### src/rtl/arbitro_mostrador.sv
// -----------------------------------------------------------------------------
// arbitro_mostrador
//
// Shares the single 7-segment display between three sources (fontes 0..2).
// One owner at a time, picked round-robin. An owner keeps the display for at
// least TEMPO_MIN+1 cycles (no flicker). It is preempted once its counter
// reaches TEMPO_MAX and another source is waiting (no starvation). A
// one-cycle blanking slot separates consecutive owners.
//
// Parameters:
//   TEMPO_MIN  minimum counter value before a grant may be released (1..TEMPO_MAX)
//   TEMPO_MAX  counter value at which a waiting source preempts the owner
//   LARG_CONT  counter width, 2**LARG_CONT > TEMPO_MAX
//
// Ports:
//   clk            in   system clock, rising edge
//   rst_n          in   asynchronous active-low reset
//   req[2:0]       in   level request, bit i = fonte i
//   urgente        in   alarm request for fonte2 (only with MOSTRADOR_URGENTE_EN)
//   grant[2:0]     out  one-hot registered grant, 000 = no owner
//   sel_mostrador  out  00 blank, 01 fonte0, 10 fonte1, 11 fonte2
//   apagar         out  high during the blanking slot between owners
//   ocupado        out  high whenever grant != 000
//
// Optional feature macro: MOSTRADOR_URGENTE_EN
//   Adds the urgente port. urgente forces fonte2 onto the display: it cuts the
//   current owner short (ignoring TEMPO_MIN), wins the next grant regardless
//   of round-robin, and suspends TEMPO_MAX preemption while it stays high.
// -----------------------------------------------------------------------------
module arbitro_mostrador #(
  parameter int TEMPO_MIN = 4,
  parameter int TEMPO_MAX = 200,
  parameter int LARG_CONT = 8
) (
  input  logic       clk,
  input  logic       rst_n,
  input  logic [2:0] req,
`ifdef MOSTRADOR_URGENTE_EN
  input  logic       urgente,
`endif
  output logic [2:0] grant,
  output logic [1:0] sel_mostrador,
  output logic       apagar,
  output logic       ocupado
);

  typedef enum logic [1:0] {
    OCIOSO    = 2'd0,
    CONCEDIDO = 2'd1,
    APAGA     = 2'd2
  } estado_t;

  localparam logic [LARG_CONT-1:0] MIN_C = LARG_CONT'(TEMPO_MIN);
  localparam logic [LARG_CONT-1:0] MAX_C = LARG_CONT'(TEMPO_MAX);

  estado_t              r_estado;
  logic [LARG_CONT-1:0] r_cont;
  logic [1:0]           r_ultimo;   // last winner; equals the owner while CONCEDIDO

  estado_t              w_estado_prox;
  logic [LARG_CONT-1:0] w_cont_prox;
  logic [1:0]           w_ultimo_prox;
  logic [1:0]           w_vencedor;
  logic [2:0]           w_dono_oh;
  logic                 w_dono_req;
  logic                 w_outros;
  logic                 w_urg;
  logic                 w_lib_a;
  logic                 w_lib_b;
  logic                 w_lib_u;

  // Index after i, modulo 3.
  function automatic logic [1:0] prox_idx(input logic [1:0] i);
    return (i == 2'd2) ? 2'd0 : i + 2'd1;
  endfunction

  // Round-robin: search ultimo+1, ultimo+2, ultimo+3 (mod 3). Candidates are
  // applied in reverse priority so the highest-priority hit overwrites last.
  function automatic logic [1:0] escolhe_rr(input logic [2:0] r, input logic [1:0] ult);
    logic [1:0] i1;
    logic [1:0] i2;
    logic [1:0] res;
    i1  = prox_idx(ult);
    i2  = prox_idx(i1);
    res = ult;
    if (r[i2]) res = i2;
    if (r[i1]) res = i1;
    return res;
  endfunction

`ifdef MOSTRADOR_URGENTE_EN
  assign w_urg = urgente;
`else
  assign w_urg = 1'b0;
`endif

  assign w_vencedor = escolhe_rr(req, r_ultimo);
  assign w_dono_oh  = 3'b001 << r_ultimo;
  assign w_dono_req = |(req & w_dono_oh);
  assign w_outros   = |(req & ~w_dono_oh);

  // Release A: owner let go and the minimum hold has been served.
  assign w_lib_a = !w_dono_req && (r_cont >= MIN_C);
  // Release B: maximum hold reached with someone waiting; an urgent fonte2
  // owner is immune while urgente is held.
  assign w_lib_b = (r_cont >= MAX_C) && w_outros && !(w_urg && (r_ultimo == 2'd2));
  // Urgent cut: any non-fonte2 owner leaves immediately.
  assign w_lib_u = w_urg && (r_ultimo != 2'd2);

  always_comb begin
    // NOTE: every combinational output gets a default first so no path leaves
    // it unassigned, which would infer a latch.
    w_estado_prox = r_estado;
    w_cont_prox   = r_cont;
    w_ultimo_prox = r_ultimo;
    case (r_estado)
      OCIOSO, APAGA: begin
        w_cont_prox = '0;
        if (w_urg) begin
          w_estado_prox = CONCEDIDO;
          w_ultimo_prox = 2'd2;
        end else if (|req) begin
          w_estado_prox = CONCEDIDO;
          w_ultimo_prox = w_vencedor;
        end else begin
          w_estado_prox = OCIOSO;
        end
      end
      CONCEDIDO: begin
        if (w_lib_a || w_lib_b || w_lib_u) begin
          w_estado_prox = APAGA;
        end else if (r_cont < MAX_C) begin
          w_cont_prox = r_cont + 1'b1;
        end
      end
      default: begin
        w_estado_prox = OCIOSO;
        w_cont_prox   = '0;
      end
    endcase
  end

  // Outputs are registered from the next-state values, so they are coherent
  // with the state register and have no combinational path from req.
  always_ff @(posedge clk or negedge rst_n) begin
    if (!rst_n) begin
      r_estado      <= OCIOSO;
      r_cont        <= '0;
      r_ultimo      <= 2'd2;   // fonte0 wins first after reset
      grant         <= 3'b000;
      sel_mostrador <= 2'b00;
      apagar        <= 1'b0;
      ocupado       <= 1'b0;
    end else begin
      // NOTE: sequential state uses non-blocking assignments so every
      // register samples the values from before this edge.
      r_estado <= w_estado_prox;
      r_cont   <= w_cont_prox;
      r_ultimo <= w_ultimo_prox;
      if (w_estado_prox == CONCEDIDO) begin
        grant         <= 3'b001 << w_ultimo_prox;
        sel_mostrador <= w_ultimo_prox + 2'd1;
        ocupado       <= 1'b1;
      end else begin
        grant         <= 3'b000;
        sel_mostrador <= 2'b00;
        ocupado       <= 1'b0;
      end
      apagar <= (w_estado_prox == APAGA);
    end
  end

endmodule
### config.mk
export PLATFORM = sky130hd
export DESIGN_NAME = arbitro_mostrador
export DESIGN_NICKNAME = d
export VERILOG_FILES = /design/src/rtl/arbitro_mostrador.sv
export SDC_FILE = /design/constraint.sdc
export NUM_CORES = 1
export LEC_CHECK = 0
export ABC_AREA = 1
export CORE_UTILIZATION = 49
export CTS_CLUSTER_DIAMETER = 120
export DETAILED_ROUTE_END_ITERATION = 10
export GPL_TIMING_DRIVEN = 0
export PLACE_DENSITY = 0.73
export SLEW_MARGIN = 15
export SYNTH_ARGS = -nofsm -noshare
export SYNTH_HDL_FRONTEND = slang
export SYNTH_SLANG_ARGS = --single-unit
### constraint.sdc
create_clock -name clk -period 1.5 [get_ports clk]
set_input_delay 0.3 -clock clk [delete_from_list [all_inputs] [get_ports clk]]
set_output_delay 0.3 -clock clk [all_outputs]
set_load 0.01 [all_outputs]
# After elaboration in Yosys (flattened, before gate mapping)
# Index checks and enable logic that the tools add are counted.
# W data, S select, Z words.
[word_totals] mem_count=0 input_bits=5 output_inout_bits=7 latchBits=0 ramBits=0 reg_bits=19 rom_bits=0 word_cells=58
[op_classes] add_sub_neg=4 multipliers=0 n_reduce_logical=10 n_eq_ne=8 shifts=2 mux=19 n_bitwise=3 div_mod_pow=0 order_cmp=5
[ops] operator="$mux W8" n=3
[ops] operator="$mux W2" n=8
[ops] operator="$reduce_or A3 Y1" n=3
[ops] operator="$add A8 B1 Y8 const B" n=1
[ops] operator="$eq A2 B2 Y1 const B" n=4
[ops] operator="$ge A8 B3 Y1 const B" n=1
[ops] operator="$ge A8 B8 Y1 const B" n=1
[ops] operator="$lt A8 B8 Y1 const B" n=1
[ops] operator="$add A2 B1 Y2 const B" n=3
[ops] operator="$and A3 B3 Y3" n=2
[ops] operator="$lt A2 B3 Y1 const B" n=2
[ops] operator="$shl A1 B2 Y3 const A" n=2
[ops] operator="$bmux W1 S2" n=2
[ops] operator="$eq A2 B1 Y1 const B" n=2
[ops] operator="$mux W1" n=4
[ops] operator="$ne A2 B2 Y1 const B" n=2
[ops] operator="$pmux W2 S2" n=1
[ops] operator="$mux W3" n=1
[ops] operator="$not A3 Y3" n=1
[ops] operator="$logic_and A1 B1 Y1" n=2
[ops] operator="$logic_not A2 Y1" n=1
[ops] operator="$reduce_and A2 Y1" n=1
[ops] operator="$reduce_or A2 Y1" n=1
[ops] operator="$logic_not A1 Y1" n=1
[ops] operator="$logic_or A1 B1 Y1" n=1

# Longest topological paths before layout
# Gate-level depths: netlist (run 1).
[logic_depth] depth_word=12 ltp_mapped=12 mapped_depth_nobuf=12

# Worst setup path before layout (run 1)
# No wires, ideal clock.
[synth_path] path_kind="register -> register" from="register r_ultimo[1]" to="register sel_mostrador[1]" path_stages_with_launch=12 setup_time_ns=0.113 arrival_ns=1.460 path_slack_ns=-0.074 path_buffers=1 period_less_slack_ns=1.574 cell_sequence="dfstp_2 > buf_6 > nor2_2 > nand2_1 > nand3_1 > nand2_1 > nand3_1 > nand2_1 > nand2_1 > ha_1 > inv_1 > nor2_2"
[synth_via] elab_chain_cells=12 word_cells_on_any_way=29
[synth_lines] element="start, declared" line_no="58" source="logic [1:0] r_ultimo;"
[synth_lines] element="start signal, assigned" line_no="159" source="r_ultimo <= w_ultimo_prox;"
[synth_lines] element="$add A2 B1 Y2 / $eq A2 B2 Y1 (equally long branches)"
[synth_lines] element="$mux W2" line_no="74" source="return (i == 2'd2) ? 2'd0 : i + 2'd1;"
[synth_lines] element="$add A2 B1 Y2 / $eq A2 B2 Y1 (equally long branches)" line_no="74"
[synth_lines] element="$mux W2" line_no="74"
[synth_lines] element="$bmux W1 S2" line_no="86" source="if (r[i2]) res = i2;"
[synth_lines] element="$mux W1 (not written as such)" line_no="86"
[synth_lines] element="$mux W2" line_no="86"
[synth_lines] element="$mux W2" line_no="87" source="if (r[i1]) res = i1;"
[synth_lines] element="$mux W2" line_no="122" source="end else if (|req) begin"
[synth_lines] element="$mux W2" line_no="116" source="case (r_estado)"
[synth_lines] element="$add A2 B1 Y2" line_no="162" source="sel_mostrador <= w_ultimo_prox + 2'd1;"
[synth_lines] element="$mux W2 *" line_no="160" source="if (w_estado_prox == CONCEDIDO) begin"
[synth_lines] element="end signal, assigned" line_no="162"
[synth_lines] element="end, declared" line_no="42" source="output logic [1:0] sel_mostrador,"
# Every way passes the cells marked *; elsewhere a longest branch is shown, timed or not. The select of a mux whose other input is x is not followed.
# A chain may end at the register's enable or synchronous reset.

# Worst setup path after layout (run 1)
[layout_path] from="register r_ultimo[1]" to="register grant[1]"
[layout_via] elab_chain_cells=12 word_cells_on_any_way=29
[layout_lines] element="$add A2 B1 Y2 / $eq A2 B2 Y1 (equally long branches)"
[layout_lines] element="$mux W2 *" line_no="74"
[layout_lines] element="$add A2 B1 Y2 / $eq A2 B2 Y1 (equally long branches)" line_no="74"
[layout_lines] element="$mux W2" line_no="74"
[layout_lines] element="$bmux W1 S2" line_no="86"
[layout_lines] element="$mux W1 (not written as such)" line_no="86"
[layout_lines] element="$mux W2" line_no="86"
[layout_lines] element="$mux W2 *" line_no="87"
[layout_lines] element="$mux W2 *" line_no="122"
[layout_lines] element="$mux W2 *" line_no="116"
[layout_lines] element="net w_ultimo_prox[0]" line_no="62" source="logic [1:0] w_ultimo_prox;"
[layout_lines] element="$shl A1 B2 Y3 *" line_no="161" source="grant <= 3'b001 << w_ultimo_prox;"
[layout_lines] element="$mux W3 *" line_no="160"
[layout_lines] element="end signal, assigned" line_no="161"
[layout_lines] element="end, declared" line_no="41" source="output logic [2:0] grant,"
# Mark *: on every way through the listed nets, which the timed path passes. The rest lies on a longest branch. The select of a mux whose other input is x is not followed.

==> results of run 1 <==
## metrics by stage
| step | area (µm²) | power [µW] | utilization (%) |
|---|---|---|---|
| 3_5_place_dp | 1325 | 2313 | 59.90 |
| 6_report | 1598 | 3181 | 72.23 |
| 2_1_floorplan | 1180 | 1919 | - |
| 5_1_grt | 1598 | 3434 | 72.23 |
| 3_3_place_gp | 1325 | 2264 | 59.90 |
| 4_1_cts | 1446 | 2864 | 65.38 |
## synthesized netlist by cell type
library cell	number
a21oi_1	3
a22oi_1	1
buf_6	1
dfrtp_1	18
dfstp_2	1
ha_1	5
inv_1	16
inv_2	7
inv_4	1
nand2_1	38
nand2_2	2
nand2_4	1
nand3_1	7
nand3_2	3
nand3b_2	1
nand4_1	3
nor2_1	18
nor2_2	8
nor2_4	1
nor3b_1	1
o21ai_0	2
o21ai_1	4
o21ai_4	1
xnor2_1	1
xor2_1	3
## logic make-up after synthesis
group,Yosys count
AND/OR/NAND/NOR,83
buffers and inverters,25
flip-flops,19
AO/OA/AOI/OAI,11
adder cells (fa/ha/maj),5
XOR/XNOR,4
## layout make-up
class / instances / area (µm²) / area share (%)
flip-flops and latches: 19 / 478.0 / 29.91
inverters: 24 / 92.59 / 5.795
repair buffers: 22 / 260.3 / 16.29
plain buffers: 1 / 15.01 / 0.9397
well taps: 28 / 35.03 / 2.193
multi-input cells: 103 / 690.7 / 43.23
clock buffers: 4 / 26.28 / 1.644
## sequential cells by signal (all words and copies together) (netlist names)
register	cells
apagar	1
grant	3
ocupado	1
r_cont	8
r_estado	2
r_ultimo	2
sel_mostrador	2
## worst paths after layout
kind                             startpoint           to  slack, ns  cells after the start
max in group asynchronous             rst_n  r_ultimo[0]       0.44                      1
worst min-delay path                  rst_n    r_cont[1]       0.47                      1
worst max-delay path            r_ultimo[1]     grant[1]      -0.14                     11
worst min register to register    r_cont[7]    r_cont[7]       0.55                      2
worst max register to register  r_ultimo[1]     grant[1]      -0.14                     11
min in group clk                  r_cont[7]    r_cont[7]       0.55                      2
## routing by layer
metal / track usage [%] / vias to the layer above
li1: - / 505
met1: 27.36 / 486
met2: 37.56 / 35
met3: 5.152 / 10
met4: 8.796 / 0
met5: 0 / -
## worst max-delay path, cell delays in order, from the launching register on
cell	delay (ns)
dfstp_2	0.57
buf_8	0.13
nor2_4	0.04
nand2_2	0.08
nand4_1	0.10
nand3_1	0.11
nand2_2	0.07
nand2_4	0.10
inv_2	0.04
ha_1	0.19
inv_1	0.07
nor2_2	0.04
## what timing repair did
item	in CTS	in global routing
gates cloned	1	0
endpoints found under the setup margin	6	23
pin swaps	14	5
setup buffers	7	5
gates resized for setup	10	33
## power by group
| group | internal (µW) | switching (µW) | total, µW |
|---|---|---|---|
| clock network | 103 | 161 | 264 |
| logic | 971 | 1120 | 2100 |
| registers | 700 | 122 | 821 |
==> impl_results.md, run 1 <==
- Outcome: complete, but fails checks
- Failing checks: negative setup slack
- Post-Syn Area per Cell: ~7.8 µm²
- Max Freq: 611.4 MHz
- Routed Antenna Nets: 0
- Die ar.: between 2000 and 3000 µm²
- Final Hold Fails: 0
- Initial DRC Count: 34
- Post-DR vias/cell: ~5
- Area Growth Syn to Fin: 39.56%
- Post-synthesis compound-gate area fraction: 6.011%
- Hold buffers post-CTS: 0
- Largest family of logic cells by synthesized area: simple AND/OR/NAND/NOR gates
- Avg WL per Cell: 12.65 µm
- Commonest non-fill, non-tap cells in the layout: 23 x nand2_1, 18 x nor2_1, 17 x dfrtp_1
- Slew margin rel.: 43.80%
- Top-area cell type share of the netlist area: around 39%
- Power per standard cell area: ~2000 nW/µm²
- Port bufs: 11
- Met3 wire length: 149 µm
- Worst hold margin: between 0.4 and 0.5 ns
- Gr usage total: 22.29%
- DR WL met2: ~1300 µm
- Synth Instances: around 150
- WL met1: approximately 1100 µm
- Critical path data arrival time: about 1.8 ns
- Post-synthesis mux area share: 0%
- Fin. max-slew vios: 0
- Commonest non-fill, non-tap cell in the layout: nand2_1
- Final Cycle Share: 109.0%
- TritonCTS Buffers: 3
- Placed cells: about 190
- Initial antenna violation count: 0
- Drt total wl: roughly 2500 µm
- Crit path kind: reg -> reg
- Crit-path max FO: 5
- Post-Syn Area: roughly 1100 µm²
- Area contributors post-synth: dfrtp_1 39%, nand2_1 12%, nor2_1 5.9%
- Final setup fails: 15
- CP startpoint kind: flip-flop
- Rows: 17
- HPWL Detailed: ~1600 µm
- Clk root buf: clkbuf_4
- Vias in the first global route: just over 1k
- Worst hold path class: in -> async
- Dpl ws: -0.6830 ns
- Top routing layer in use: met4
- Post-route DRC: 0
- First-pass GRT wire length: around 4200 µm
- Xor-xnor portion of the synthesized cell area: 3.060%
- Critical Path RT: approximately 1.7 ns
- Share of cells above drive strength 1: 39.31%
- Register area share after synthesis: about two fifths
- Synth area leader: dfrtp_1
- Num ports: 12
- Post-Route Setup TNS: -1.202 ns
- Final Critical Period: approximately 1.6 ns
- Adder and majority gate portion of the synthesized area: between 5 and 6%
- Max-Cap Viols: 0
- Largest net degree at the start of global routing: 20
- Cell variety after synth: 25
- Post-Synth Simple-Gate Area: roughly a third
- Setup crit end kind: flip-flop
- Non-Filler Instances: between 200 and 250
- Leak pwr: roughly 0.00087 µW
- Clock Latency Late Sink: ~0.30 ns
- Final Wtd Congestion: 0.7691
- CTS tree: yes
- Fin Clk Skew: around 0.012 ns
- Die extent in y: between 50 and 60 µm
- Final nets: approximately 180
- Clock sink count: 19
- # diodes: 0
- Slew @ Worst Pin: ~0.84 ns
- Unrepaired setup endpoints after global routing: true
- H-tree Lvls: 1
- Synth warn: 0
- Seq cells post-synth: 19
- Max VDD drop: approximately 1.7 mV
- First-pass DRT Iterations: 4
- Core area: 2212 µm²
- Clock tree buffer depth: 2
- Clk pin slew, worst setup/hold paths: about 0.12 ns
- Initial Util: ~52%
- Syn_nets: between 150 and 200
- DR vias: around 1.0k
- Setup ws final: -0.1357 ns
- Die W: 50.34 µm
- Global route total overflow: 0
- Fillcell total: roughly 170
Note: power is estimated with default switching activity, not from simulation.
==> inputs of run 2 (changes only) <==
--- a/config.mk
+++ b/config.mk
@@ -9,6 +9,7 @@
 export CORE_UTILIZATION = 49
 export CTS_CLUSTER_DIAMETER = 120
 export DETAILED_ROUTE_END_ITERATION = 10
+export GPL_ROUTABILITY_DRIVEN = 0
 export GPL_TIMING_DRIVEN = 0
 export PLACE_DENSITY = 0.73
 export SLEW_MARGIN = 15
==> results of run 2 <==
Same layout as run 1: the final DEF is identical, and so are final timing and power.
